--- config.mk ---
export PLATFORM = sky130hd
export DESIGN_NAME = copperv_mem_bridge
export DESIGN_NICKNAME = d
export VERILOG_FILES = /design/src/rtl/copperv_mem_bridge.sv
export SDC_FILE = /design/constraint.sdc
export NUM_CORES = 1
export LEC_CHECK = 0
export ABC_AREA = 0
export CAP_MARGIN = 5
export CORE_MARGIN = 2
export CORE_UTILIZATION = 50
export CTS_CLUSTER_DIAMETER = 50
export DETAILED_ROUTE_END_ITERATION = 8
export PLACE_DENSITY = 0.82
export SLEW_MARGIN = 40
export SYNTH_ARGS = -nofsm -noshare
export SYNTH_HDL_FRONTEND = slang
export SYNTH_SLANG_ARGS = --single-unit
--- constraint.sdc ---
create_clock -name clk -period 4.1 [get_ports clk]
set_input_delay 0.82 -clock clk [delete_from_list [all_inputs] [get_ports clk]]
set_output_delay 0.82 -clock clk [all_outputs]
set_load 0.01 [all_outputs]
--- src/rtl/copperv_mem_bridge.sv ---
// copperv_mem_bridge: arbitrates the copperv ir/dr/dw channels onto one
// single-port, word-addressed memory with req/gnt and rvalid.
`timescale 1ns/1ps
module copperv_mem_bridge #(
    parameter int BUS_WIDTH = 32,
    parameter int BUS_RESP_WIDTH = 1,
    parameter int MEM_AW = 14,
    parameter logic [BUS_RESP_WIDTH-1:0] RESP_OK = BUS_RESP_WIDTH'(1),
    parameter logic [BUS_RESP_WIDTH-1:0] RESP_FAIL = BUS_RESP_WIDTH'(0)
) (
    input  logic                      clk,
    input  logic                      rst,
    input  logic                      ir_addr_valid,
    input  logic [BUS_WIDTH-1:0]      ir_addr,
    output logic                      ir_addr_ready,
    output logic                      ir_data_valid,
    output logic [BUS_WIDTH-1:0]      ir_data,
    input  logic                      ir_data_ready,
    input  logic                      dr_addr_valid,
    input  logic [BUS_WIDTH-1:0]      dr_addr,
    output logic                      dr_addr_ready,
    output logic                      dr_data_valid,
    output logic [BUS_WIDTH-1:0]      dr_data,
    input  logic                      dr_data_ready,
    input  logic                      dw_data_addr_valid,
    input  logic [BUS_WIDTH-1:0]      dw_addr,
    input  logic [BUS_WIDTH-1:0]      dw_data,
    input  logic [BUS_WIDTH/8-1:0]    dw_strobe,
    output logic                      dw_data_addr_ready,
    output logic                      dw_resp_valid,
    output logic [BUS_RESP_WIDTH-1:0] dw_resp,
    input  logic                      dw_resp_ready,
    output logic                      mem_req,
    output logic                      mem_we,
    output logic [MEM_AW-1:0]         mem_addr,
    output logic [BUS_WIDTH-1:0]      mem_wdata,
    output logic [BUS_WIDTH/8-1:0]    mem_wstrobe,
    input  logic                      mem_gnt,
    input  logic                      mem_rvalid,
    input  logic [BUS_WIDTH-1:0]      mem_rdata
);

    localparam int SW = BUS_WIDTH / 8;

    typedef enum logic [1:0] {IDLE, REQ, RWAIT, DONE} state_t;
    typedef enum logic [1:0] {CH_IR, CH_DR, CH_DW} chan_t;

    state_t state, state_nx;
    chan_t  ch, pick_ch;

    logic                 ir_pend, dr_pend, dw_pend;
    logic                 last_ir, oor_q;
    logic [BUS_WIDTH-1:0] ir_a, dr_a, dw_a, dw_d;
    logic [SW-1:0]        dw_s;
    logic [BUS_WIDTH-1:0] rdata_q, pick_addr;
    logic                 take_ir, take_dw, any_pend, pick_oor, start;
    logic                 unused_bits;

    assign ir_addr_ready      = !ir_pend && !ir_data_valid;
    assign dr_addr_ready      = !dr_pend && !dr_data_valid;
    assign dw_data_addr_ready = !dw_pend && !dw_resp_valid;
    assign mem_req            = (state == REQ);

    // ir competes with the data class as a whole; dw beats dr inside it
    assign take_ir  = ir_pend && (!(dr_pend || dw_pend) || !last_ir);
    assign take_dw  = !take_ir && dw_pend;
    assign any_pend = ir_pend || dr_pend || dw_pend;

    always_comb begin
        pick_ch   = CH_DR;
        pick_addr = dr_a;
        unique case (1'b1)
            take_ir: begin
                pick_ch   = CH_IR;
                pick_addr = ir_a;
            end
            take_dw: begin
                pick_ch   = CH_DW;
                pick_addr = dw_a;
            end
            default: ;
        endcase
    end

    assign pick_oor    = |pick_addr[BUS_WIDTH-1:MEM_AW+2];
    assign unused_bits = ^pick_addr[1:0];

    always_comb begin
        state_nx = state;
        start    = 1'b0;
        unique case (state)
            IDLE: begin
                if (any_pend) begin
                    start    = 1'b1;
                    state_nx = pick_oor ? DONE : REQ;
                end
            end
            REQ:     if (mem_gnt) state_nx = mem_we ? DONE : RWAIT;
            RWAIT:   if (mem_rvalid) state_nx = DONE;
            DONE:    state_nx = IDLE;
            default: state_nx = IDLE;
        endcase
    end

    always_ff @(posedge clk or negedge rst) begin
        if (!rst) state <= IDLE;
        else      state <= state_nx;
    end

    always_ff @(posedge clk or negedge rst) begin
        if (!rst) begin
            ir_pend       <= 1'b0;
            dr_pend       <= 1'b0;
            dw_pend       <= 1'b0;
            ir_a          <= '0;
            dr_a          <= '0;
            dw_a          <= '0;
            dw_d          <= '0;
            dw_s          <= '0;
            ch            <= CH_IR;
            last_ir       <= 1'b0;
            oor_q         <= 1'b0;
            rdata_q       <= '0;
            mem_we        <= 1'b0;
            mem_addr      <= '0;
            mem_wdata     <= '0;
            mem_wstrobe   <= '0;
            ir_data_valid <= 1'b0;
            ir_data       <= '0;
            dr_data_valid <= 1'b0;
            dr_data       <= '0;
            dw_resp_valid <= 1'b0;
            dw_resp       <= RESP_FAIL;
        end else begin
            if (ir_addr_valid && ir_addr_ready) begin
                ir_pend <= 1'b1;
                ir_a    <= ir_addr;
            end
            if (dr_addr_valid && dr_addr_ready) begin
                dr_pend <= 1'b1;
                dr_a    <= dr_addr;
            end
            if (dw_data_addr_valid && dw_data_addr_ready) begin
                dw_pend <= 1'b1;
                dw_a    <= dw_addr;
                dw_d    <= dw_data;
                dw_s    <= dw_strobe;
            end
            if (ir_data_valid && ir_data_ready) ir_data_valid <= 1'b0;
            if (dr_data_valid && dr_data_ready) dr_data_valid <= 1'b0;
            if (dw_resp_valid && dw_resp_ready) dw_resp_valid <= 1'b0;
            if (start) begin
                ch      <= pick_ch;
                last_ir <= (pick_ch == CH_IR);
                oor_q   <= pick_oor;
                rdata_q <= '0;
                // rejected requests never touch the memory fields
                if (!pick_oor) begin
                    mem_addr    <= pick_addr[MEM_AW+1:2];
                    mem_we      <= (pick_ch == CH_DW);
                    mem_wdata   <= (pick_ch == CH_DW) ? dw_d : '0;
                    mem_wstrobe <= (pick_ch == CH_DW) ? dw_s : '0;
                end
            end
            if (state == RWAIT && mem_rvalid) rdata_q <= mem_rdata;
            if (state == DONE) begin
                unique case (ch)
                    CH_IR: begin
                        ir_pend       <= 1'b0;
                        ir_data_valid <= 1'b1;
                        ir_data       <= rdata_q;
                    end
                    CH_DR: begin
                        dr_pend       <= 1'b0;
                        dr_data_valid <= 1'b1;
                        dr_data       <= rdata_q;
                    end
                    default: begin
                        dw_pend       <= 1'b0;
                        dw_resp_valid <= 1'b1;
                        dw_resp       <= oor_q ? RESP_FAIL : RESP_OK;
                    end
                endcase
            end
        end
    end

endmodule

==> metrics.csv, run 1 <==
metric,value,unit
die_w,154,um
clk_path_buf_depth,3,
clkTransAtPathRegs,60,ps
syn_inst,786,
antenna_found_initial,1,
max_cap_viol_count,0,
drcViolationCount,0,
synth_cell_types,38,
hold_viol_final,0,
fmax,356,MHz
start_util,0.512,
first_global_vias,8044,
nets,1263,
htree_levels,2,
ctsHoldBuffers,0,
worstPathArrival,3180,ps
syn_area,11200,um^2
synth_top_area_share,0.638,
die_y,154,um
syn_nets,965,
critPathCaptureType,flip-flop,
grt_pass1_wl,42.8,mm
ys_warn_count,0,
rsz0062_at_grt,no,
tns,0,ps
drt_iter0_drc,311,
r2r_setup_slack,1290,ps
final_common_cell,clkdlybuf4s50_1,
cts_buffers,34,
critical_path_class,flip-flop to flip-flop,
cts_setup_buffers,0,
num_vias,7417,
dr.pass1.iters,4,
relSlewSlack,0.467,
portBuffers,290,
p_leak,6.93,nW
std_cell_rows,54,
ios,297,
clk_latency,500,ps
postRouteAntennaNets,0,
finClkSkew,12.8,ps
fin_crit,2810,ps
avgSynthCellArea,14.3,um^2
drive_above_1_share,0.259,
diodes,0,
core_area,21900,um^2
dp.cells,1328,
synth_top_area_cell,dfrtp_1,
r2r_end,mem_addr[8],
seq_area_frac_synth,0.638,
setup_viol,0,
irDropWorstVdd,0.436,mV
die_area,23600,um^2
fin_crit_sh,0.685,
status,"finished, final reports clean",
cts_root_buf,clkbuf_16,
worstRegToRegCells,5,
synth_area_leaders,"dfrtp_1, mux2_2, a22o_1",
cp_max_fo,52,
power.density,727,nW/um^2
reg2reg_from,dw_pend,
place_congestion,0.779,
area_delta_synth_final,39.3,%
ctsResizeCount,0,
drv_slew,0,
worstPathRequired,4470,ps
postSynthRegisterBits,286,
cts_tree,done,
min_path_type,input port to async pin,
wire_per_inst,19.2,um
numClockSinks,286,
vias_per_cell,5.35,
setup.worst_path.start_class,flip-flop,
wirelength,26.5,mm
grt_use_total,0.227,
mostFrequentLayoutCells,"clkdlybuf4s50_1, dfrtp_1, mux2_2",
worst_slew_pin_slew,799,ps
dp_hpwl,17.9,mm
final_cells,1386,
grt_overflow,0,
grt_start_max_net_pins,69,
layout make-up:
cell class	count	area (um^2)
inverters	8	30.0
repair buffers	308	3120
clock buffers	45	986
fillers	1468	6270
clock inverters	13	156
well taps	280	350
multi-input cells	446	3820
flip-flops and latches	286	7160
state kept, by name, summed over array words and instances (netlist names), 2 cells and up:
| name | count |
|---|---|
| dr_data | 32 |
| dw_d | 32 |
| ir_data | 32 |
| mem_wdata | 32 |
| rdata_q | 32 |
| dr_a | 30 |
| dw_a | 30 |
| ir_a | 30 |
| mem_addr | 14 |
| dw_s | 4 |
| mem_wstrobe | 4 |
| ch | 2 |
| state | 2 |
worst max-delay path, cell delays in order, from the launching register on:
cell and delay [ps]:
dfrtp_1 680, buf_4 350, nor3_1 120, nor2b_1 340
nand3_4 650, mux2_4 540
kinds of logic (layout without fill, tap and decap cells):
family	Yosys count	count (layout)	share of synthesized area
adder cells (fa/ha/maj)	5	5	0.00558
buffers and inverters	54	374	0.0223
AND/OR/NAND/NOR	120	120	0.0498
multiplexers	219	219	0.222
AO/OA/AOI/OAI	102	102	0.0618
flip-flops	286	286	0.638
worst max path at each step:
stage | start | to | slack [ps] | cells past startpoint
after floorplan | dw_data_addr_valid | dw_a[10] | 2170 | 5
after global placement | dw_pend | mem_addr[7] | 1300 | 5
after detailed placement | dw_pend | mem_addr[8] | 1270 | 5
after CTS | dw_pend | mem_addr[8] | 1250 | 5
after global routing | dw_pend | mem_addr[8] | 1100 | 5
final | dw_pend | mem_addr[8] | 1290 | 5
power breakdown:
part,leakage (nW),switching [mW],internal (mW)
sequential,3.62,0.677,3.99
combinational,2.75,1.50,2.13
clock,0.559,1.16,1.88
total,6.93,3.34,8.01
routing by layer:
metal | global-route usage | vias to the layer above | share of wire
met3 | 0.0592 | 75 | 0.064
met2 | 0.367 | 233 | 0.48
li1 | - | 3363 | -
met4 | 0.0926 | 2 | 0.041
met5 | 0 | - | 0.00049
met1 | 0.293 | 3744 | 0.42
per-stage QoR:
step / setup WS (ps) / util / total power [mW] / hold WS (ps) / instance area, um^2
4_1_cts: 1250 / 0.713 / 11.4 / 155 / 15600
3_3_place_gp: 1300 / 0.658 / 8.17 / 468 / 14400
5_1_grt: 1100 / 0.713 / 12.0 / 158 / 15600
6_report: 1290 / 0.713 / 11.3 / 164 / 15600
2_1_floorplan: 2170 / - / 6.77 / 437 / 11200
3_5_place_dp: 1270 / 0.661 / 8.36 / 471 / 14500
Yosys cell counts:
cell type	n
buf_6	2
inv_1	8
dfrtp_1	286
a22oi_2	1
nor3_4	1
clkbuf_1	18
mux2_4	12
mux2_2	193
a211oi_1	1
a22oi_1	2
and2_1	5
a21o_1	2
nand2b_1	1
nor4_1	9
o21ai_1	1
nor2_1	9
nand3_4	1
a21oi_1	1
a22o_1	37
o21ai_2	1
ha_1	5
mux2i_1	14
nor2b_1	1
nor4_2	1
nor3b_2	1
nand2_1	84
o211ai_1	1
nand3b_1	1
nand4_1	1
nor3_1	2
buf_2	26
a311o_1	1
o21a_1	3
and3b_1	1
a222oi_1	1
nand4_2	1
nand3_1	1
o21ai_0	50
No activity file was read; power rests on OpenSTA's default activity.
==> run 2, diff against run 1 <==
Settings changed: CORE_UTILIZATION 50 to 49, PLACE_DENSITY 0.82 to 0.81.
Clock period 4.1 ns to 2.8 ns, I/O delays scaled along.
==> run 2 against run 1 <==
Total power up 49%. Core utilization fell by 1.7 points. Non-clock buffer count rose by 2. Sequential power rose by 46%. Critical path type is now flip-flop to output port.
==> metrics.csv, run 2 (synthesized netlist as in run 1, its figures left out) <==
metric,value,unit,change
status,"finished, final reports clean",,
path_cells,inv_1 > ha_1 > clkdlybuf4s50_1,,
tns,0,ps,unchanged
clkPwrFrac,0.285,,+0.017
die_w,155,um,+0.99%
wire_per_inst,18.7,um,-2.3%
postPlaceCellArea,14500,um^2,about the same
drive_above_1_share,0.260,,+0.00177
cts_buffers,34,,unchanged
num_vias,7354,,-0.85%
clk_path_buf_depth,3,,unchanged
std_cell_rows,55,,+1.9%
portBuffers,290,,unchanged
r2r_end,mem_wdata[15],,
worstRegToRegCells,6,,+1
irDropWorstVdd,0.548,mV,+26%
seq_area,7160,um^2,unchanged
dr.pass1.iters,4,,unchanged
max_cap_viol_count,0,,unchanged
min_path_type,input port to async pin,,
critical_path_class,flip-flop to output port,,
dp.cells,1335,,+0.53%
dp_hpwl,17.5,mm,-2.1%
path_buf_inv,2,,+1
grt_overflow,0,,unchanged
cts_setup_buffers,0,,unchanged
first_global_vias,7742,,-3.8%
cp_max_fo,4,,-92%
max_stage_delay,610,ps,-70 ps
clk_latency,500,ps,about the same
power.density,1080,nW/um^2,+48%
ctsHoldBuffers,0,,unchanged
final_cells,1397,,+0.79%
multi_input_area,3820,um^2,about the same
ctsResizeCount,0,,unchanged
numClockSinks,286,,unchanged
rsz0062_at_grt,no,,
vias_per_cell,5.26,,-1.6%
place_congestion,0.761,,-2.3%
p_sw,4.86,mW,+46%
worst_slew_pin_slew,619,ps,-180 ps
swShare,0.287,,-0.00768
power.internal,12.1,mW,+51%
fin_crit_sh,0.862,,
drt_iter0_drc,304,,-2.3%
final_common_cell,clkdlybuf4s50_1,,
grt_use_total,0.223,,-0.00350
fmax,414,MHz,
die_y,155,um,+0.99%
nets,1265,,+0.16%
relSlewSlack,0.587,,+0.120
postRouteAntennaNets,0,,unchanged
p_leak,6.98,nW,+0.75%
die_area,24100,um^2,+2.0%
drv_slew,0,,unchanged
start_util,0.497,,-0.0154
grt_start_max_net_pins,71,,+2.9%
wirelength,26.1,mm,-1.5%
hold_viol_final,0,,unchanged
worstPathArrival,1850,ps,-1330 ps
fin_area,15700,um^2,+0.68%
grt_pass1_wl,42.2,mm,-1.2%
finClkSkew,14.4,ps,+1.64 ps
r2r_setup_slack,550,ps,-740 ps
p_comb_frac,0.315,,-0.005
ios,297,,unchanged
setup.worst_path.start_class,flip-flop,,
cp_top_family,buffers and inverters,,
setup_viol,0,,unchanged
area_delta_synth_final,40.2,%,
drcViolationCount,0,,unchanged
mostFrequentLayoutCells,"clkdlybuf4s50_1, dfrtp_1, mux2_2",,
critPathCaptureType,output port,,
fin_crit,2410,ps,
cts_tree,done,,
core_area,22600,um^2,+3.1%
antenna_found_initial,2,,+1
crit_slowest_cell,clkdlybuf4s50_1,,
cts_root_buf,clkbuf_16,,
clkTransAtPathRegs,60,ps,about the same
seqPwrFrac,0.401,,-0.010
htree_levels,2,,unchanged
reg2reg_from,dr_a[16],,
fillers,1609,,+9.6%
worstPathRequired,2240,ps,-2230 ps
==> run 2: changes by cell type in the layout (fill, tap and decap cells not counted), sizes merged <==
cell / change
inv: -1
bufinv: +4
clkbuf: +1
clkinvlp: -1
buf: +2
diode: +2
clkinv: -1
==> run 2: worst max path at each step <==
stage / startpoint / to / cells past startpoint
2_1_floorplan: dw_resp_valid / dw_a[10] / 6
3_3_place_gp: dr_a[16] / mem_wdata[15] / 6
3_5_place_dp: dr_a[16] / mem_wdata[26] / 6
4_1_cts: state[1] / mem_req / 3
5_1_grt: dw_pend / dw_data_addr_ready / 3
6_report: state[1] / mem_req / 3
==> run 2: final cells by class <==
cell class                      count  share of cell area
Multi-Input combinational cell    446               0.243
Clock inverter                     14              0.0166
Timing Repair Buffer              310               0.198
Clock buffer                       46              0.0629
Antenna cell                        2            0.000318
Inverter                            8             0.00191
Tap cell                          285              0.0227
Sequential cell                   286               0.455
==> run 2: power groups by stage <==
stage | registers (mW) | logic [mW] | clock network, mW
2_1_floorplan | 6.86 | 3.05 | 0
3_3_place_gp | 6.75 | 5.24 | 0
3_5_place_dp | 6.85 | 5.38 | 0
4_1_cts | 6.81 | 5.42 | 4.92
5_1_grt | 7.03 | 5.80 | 5.10
6_report | 6.80 | 5.33 | 4.83
==> run 2: stage by stage <==
stage          hold slack, ps  power, mW  setup slack (ps)  utilization
2_1_floorplan             264       9.91              1030            -
3_3_place_gp              466       12.0               537        0.641
3_5_place_dp              476       12.2               502        0.641
4_1_cts                  22.8       17.1               356        0.696
5_1_grt                  45.0       17.9               302        0.697
6_report                 15.2       17.0               385        0.697
==> run 2: per-layer routing <==
| metal | track usage | share of wire |
|---|---|---|
| met4 | 0.0974 | 0.039 |
| met5 | 0 | 0 |
| met2 | 0.364 | 0.49 |
| met1 | 0.286 | 0.41 |
| met3 | 0.0563 | 0.063 |
==> run 3, diff against run 2 <==
Settings changed: ABC_AREA 0 to 1, PLACE_DENSITY 0.81 to 0.8.
==> run 3 against run 2 <==
Die area up 2.3%. First-iteration DRC count up 64%. Critical path depth down 1. Largest cell class unchanged.
==> metrics.csv, run 3 <==
metric,value,unit,change
htree_levels,2,,unchanged
seqPwrFrac,0.387,,-0.014
core_area,22800,um^2,+1.2%
path_cells,nor2_1 > clkdlybuf4s50_1,,
syn_inst,1033,,+31%
clk_latency,490,ps,about the same
power.density,1140,nW/um^2,+6.0%
drt_iter0_drc,499,,+64%
clk_path_buf_depth,3,,unchanged
wire_per_inst,18.3,um,-2.4%
p_sw,6.22,mW,+28%
grt_overflow,0,,unchanged
reg2reg_from,dw_pend,,
dr.pass1.iters,5,,+1
numClockSinks,286,,unchanged
worstPathRequired,2240,ps,about the same
power.internal,12.0,mW,-0.98%
synth_edf_count,0,,unchanged
diodes,0,,-2
cp_max_fo,10,,+6
drcViolationCount,0,,unchanged
synth_top_area_cell,dfrtp_1,,
max_stage_delay,580,ps,-30 ps
dp_hpwl,20.0,mm,+14%
met1Wirelength,12.2,mm,+15%
std_cell_rows,55,,unchanged
ios,297,,unchanged
ctsResizeCount,0,,unchanged
highest_layer,met4,,
synth_cell_types,30,,-21%
irDropWorstVdd,0.668,mV,+22%
place_congestion,0.802,,+5.5%
ctsHoldBuffers,0,,unchanged
met2_length,14.3,mm,+12%
worst_slew_pin_slew,780,ps,+161 ps
wirelength,30.3,mm,+16%
crit_slowest_cell,clkdlybuf4s50_1,,
synth_area_leaders,"dfrtp_1, mux2_2, nand2_1",,
worstPathArrival,1940,ps,+90 ps
postRouteAntennaNets,0,,unchanged
critPathCaptureType,output port,,
setup.worst_path.start_class,flip-flop,,
finClkSkew,14.1,ps,-0.374 ps
swShare,0.342,,+0.0552
avgSynthCellArea,11.1,um^2,-22%
drive_above_1_share,0.152,,-0.108
synth_ff_type,dfrtp_1,,
status,"finished, final reports clean",,
num_vias,8754,,+19%
start_util,0.502,,+0.00546
clkPwrFrac,0.251,,-0.034
cp_top_family,buffers and inverters,,
mostFrequentLayoutCells,"clkdlybuf4s50_1, dfrtp_1, nand2_1",,
startpoint,dw_pend,,
area_delta_synth_final,38.7,%,
async_flop_share,1.00,,unchanged
first_global_vias,9139,,+18%
grt_pass1_wl,47.8,mm,+13%
p_comb_frac,0.362,,+0.047
min_path_type,input port to async pin,,
fin_area,15900,um^2,+1.2%
seq_area_frac_synth,0.624,,-0.0145
die_w,157,um,+1.1%
grt_use_total,0.246,,+0.0232
postSynthRegisterBits,286,,unchanged
syn_area,11500,um^2,+2.3%
cts_tree,done,,
setup_viol,0,,unchanged
path_buf_inv,1,,-1
synthTopCellsByCount,"dfrtp_1, nand2_1, mux2_2, o21ai_0, nand3_1",,
cts_setup_buffers,0,,unchanged
hold_viol_final,0,,unchanged
clkTransAtPathRegs,60,ps,about the same
synth_top_area_share,0.624,,-0.0145
die_y,157,um,+1.1%
vias_per_cell,5.28,,+0.30%
fin_crit,2500,ps,+83.5 ps
relSlewSlack,0.479,,-0.108
nets,1499,,+18%
p_leak,7.15,nW,+2.4%
portBuffers,290,,unchanged
die_area,24700,um^2,+2.3%
fin_crit_sh,0.892,,+0.0298
max_cap_viol_count,0,,unchanged
postPlaceCellArea,14700,um^2,+1.7%
rsz0062_at_grt,no,,
critical_path_class,flip-flop to output port,,
drv_slew,0,,unchanged
final_common_cell,clkdlybuf4s50_1,,
antenna_found_initial,0,,-2
synth.most_common_cell,dfrtp_1,,
cts_root_buf,clkbuf_16,,
syn_nets,1212,,+26%
met3_wirelength,2.79,mm,+70%
ys_warn_count,0,,unchanged
grt_start_max_net_pins,72,,+1.4%
tns,0,ps,unchanged
fmax,400,MHz,-3.3%
cts_buffers,36,,+5.9%
-- run 3: cell count changes in the layout (fill, tap and decap cells not counted), sizes merged, moves of 14 or more --
| cell | previous run | this run |
|---|---|---|
| a22o | 37 | 0 |
| nand4 | 2 | 53 |
| o21ai | 52 | 103 |
| nor2 | 9 | 37 |
| nand2 | 84 | 218 |
| mux2i | 14 | 0 |
| mux2 | 205 | 124 |
| nand3 | 2 | 76 |
| inv | 9 | 56 |
-- run 3: per-layer routing --
metal / vias up / GRT usage
met2: 366 / 0.396
met5: - / 0
met4: 0 / 0.0835
met1: 4278 / 0.323
li1: 4051 / -
met3: 59 / 0.0713
-- run 3: power by group through the flow --
stage	clock network [mW]	registers (mW)	logic, mW
floorplan	0	7.12	3.62
global placement	0	6.98	6.35
detailed placement	0	7.07	6.59
CTS	4.66	7.04	6.65
global route	4.83	7.26	7.25
finish	4.57	7.04	6.58
-- run 3: cell families after synthesis --
group / after synthesis / share of synthesized area
fa+ha+maj: 5 / 0.00545
buf+inv: 116 / 0.0463
simple gates: 388 / 0.151
flops: 286 / 0.624
compound gates: 114 / 0.0516
mux: 124 / 0.122
-- run 3: layout make-up --
cell class / count / area, um^2
flip-flops and latches: 286 / 7160
repair buffers: 314 / 3170
clock inverters: 13 / 143
fillers: 1665 / 6930
well taps: 313 / 392
multi-input cells: 631 / 3800
inverters: 51 / 199
clock buffers: 50 / 1050
-- run 3: worst paths after layout --
path,end,slack (ps),depth (start not counted)
min in group clk,dw_resp,470,1
max in group asynchronous,ir_data[2],2020,2
setup reg to reg,mem_wdata[3],470,8
hold / removal,ir_a[19],30,1
hold reg to reg,dw_resp,470,1
setup / recovery,dw_data_addr_ready,300,2
-- run 3: worst register-to-register path, cell delays in order (launching register included) --
cell and delay [ps]:
dfrtp_1 670, inv_4 70, nand2_4 100, o21ai_4 100
inv_2 300, nand4_4 460, buf_16 350, nand2_1 100
nand2_1 60
-- run 3: stage by stage --
step | worst slack [ps] | total power [mW] | cells | utilization | hold WS [ps]
after CTS | 300 | 18.3 | 1658 | 0.697 | 47.7
after global placement | 404 | 13.3 | 1594 | 0.643 | 460
after floorplan | 1180 | 10.7 | 1033 | - | 264
final | 302 | 18.2 | 1658 | 0.697 | 30.6
after global routing | 198 | 19.3 | 1658 | 0.697 | 58.9
after detailed placement | 493 | 13.7 | 1595 | 0.644 | 465
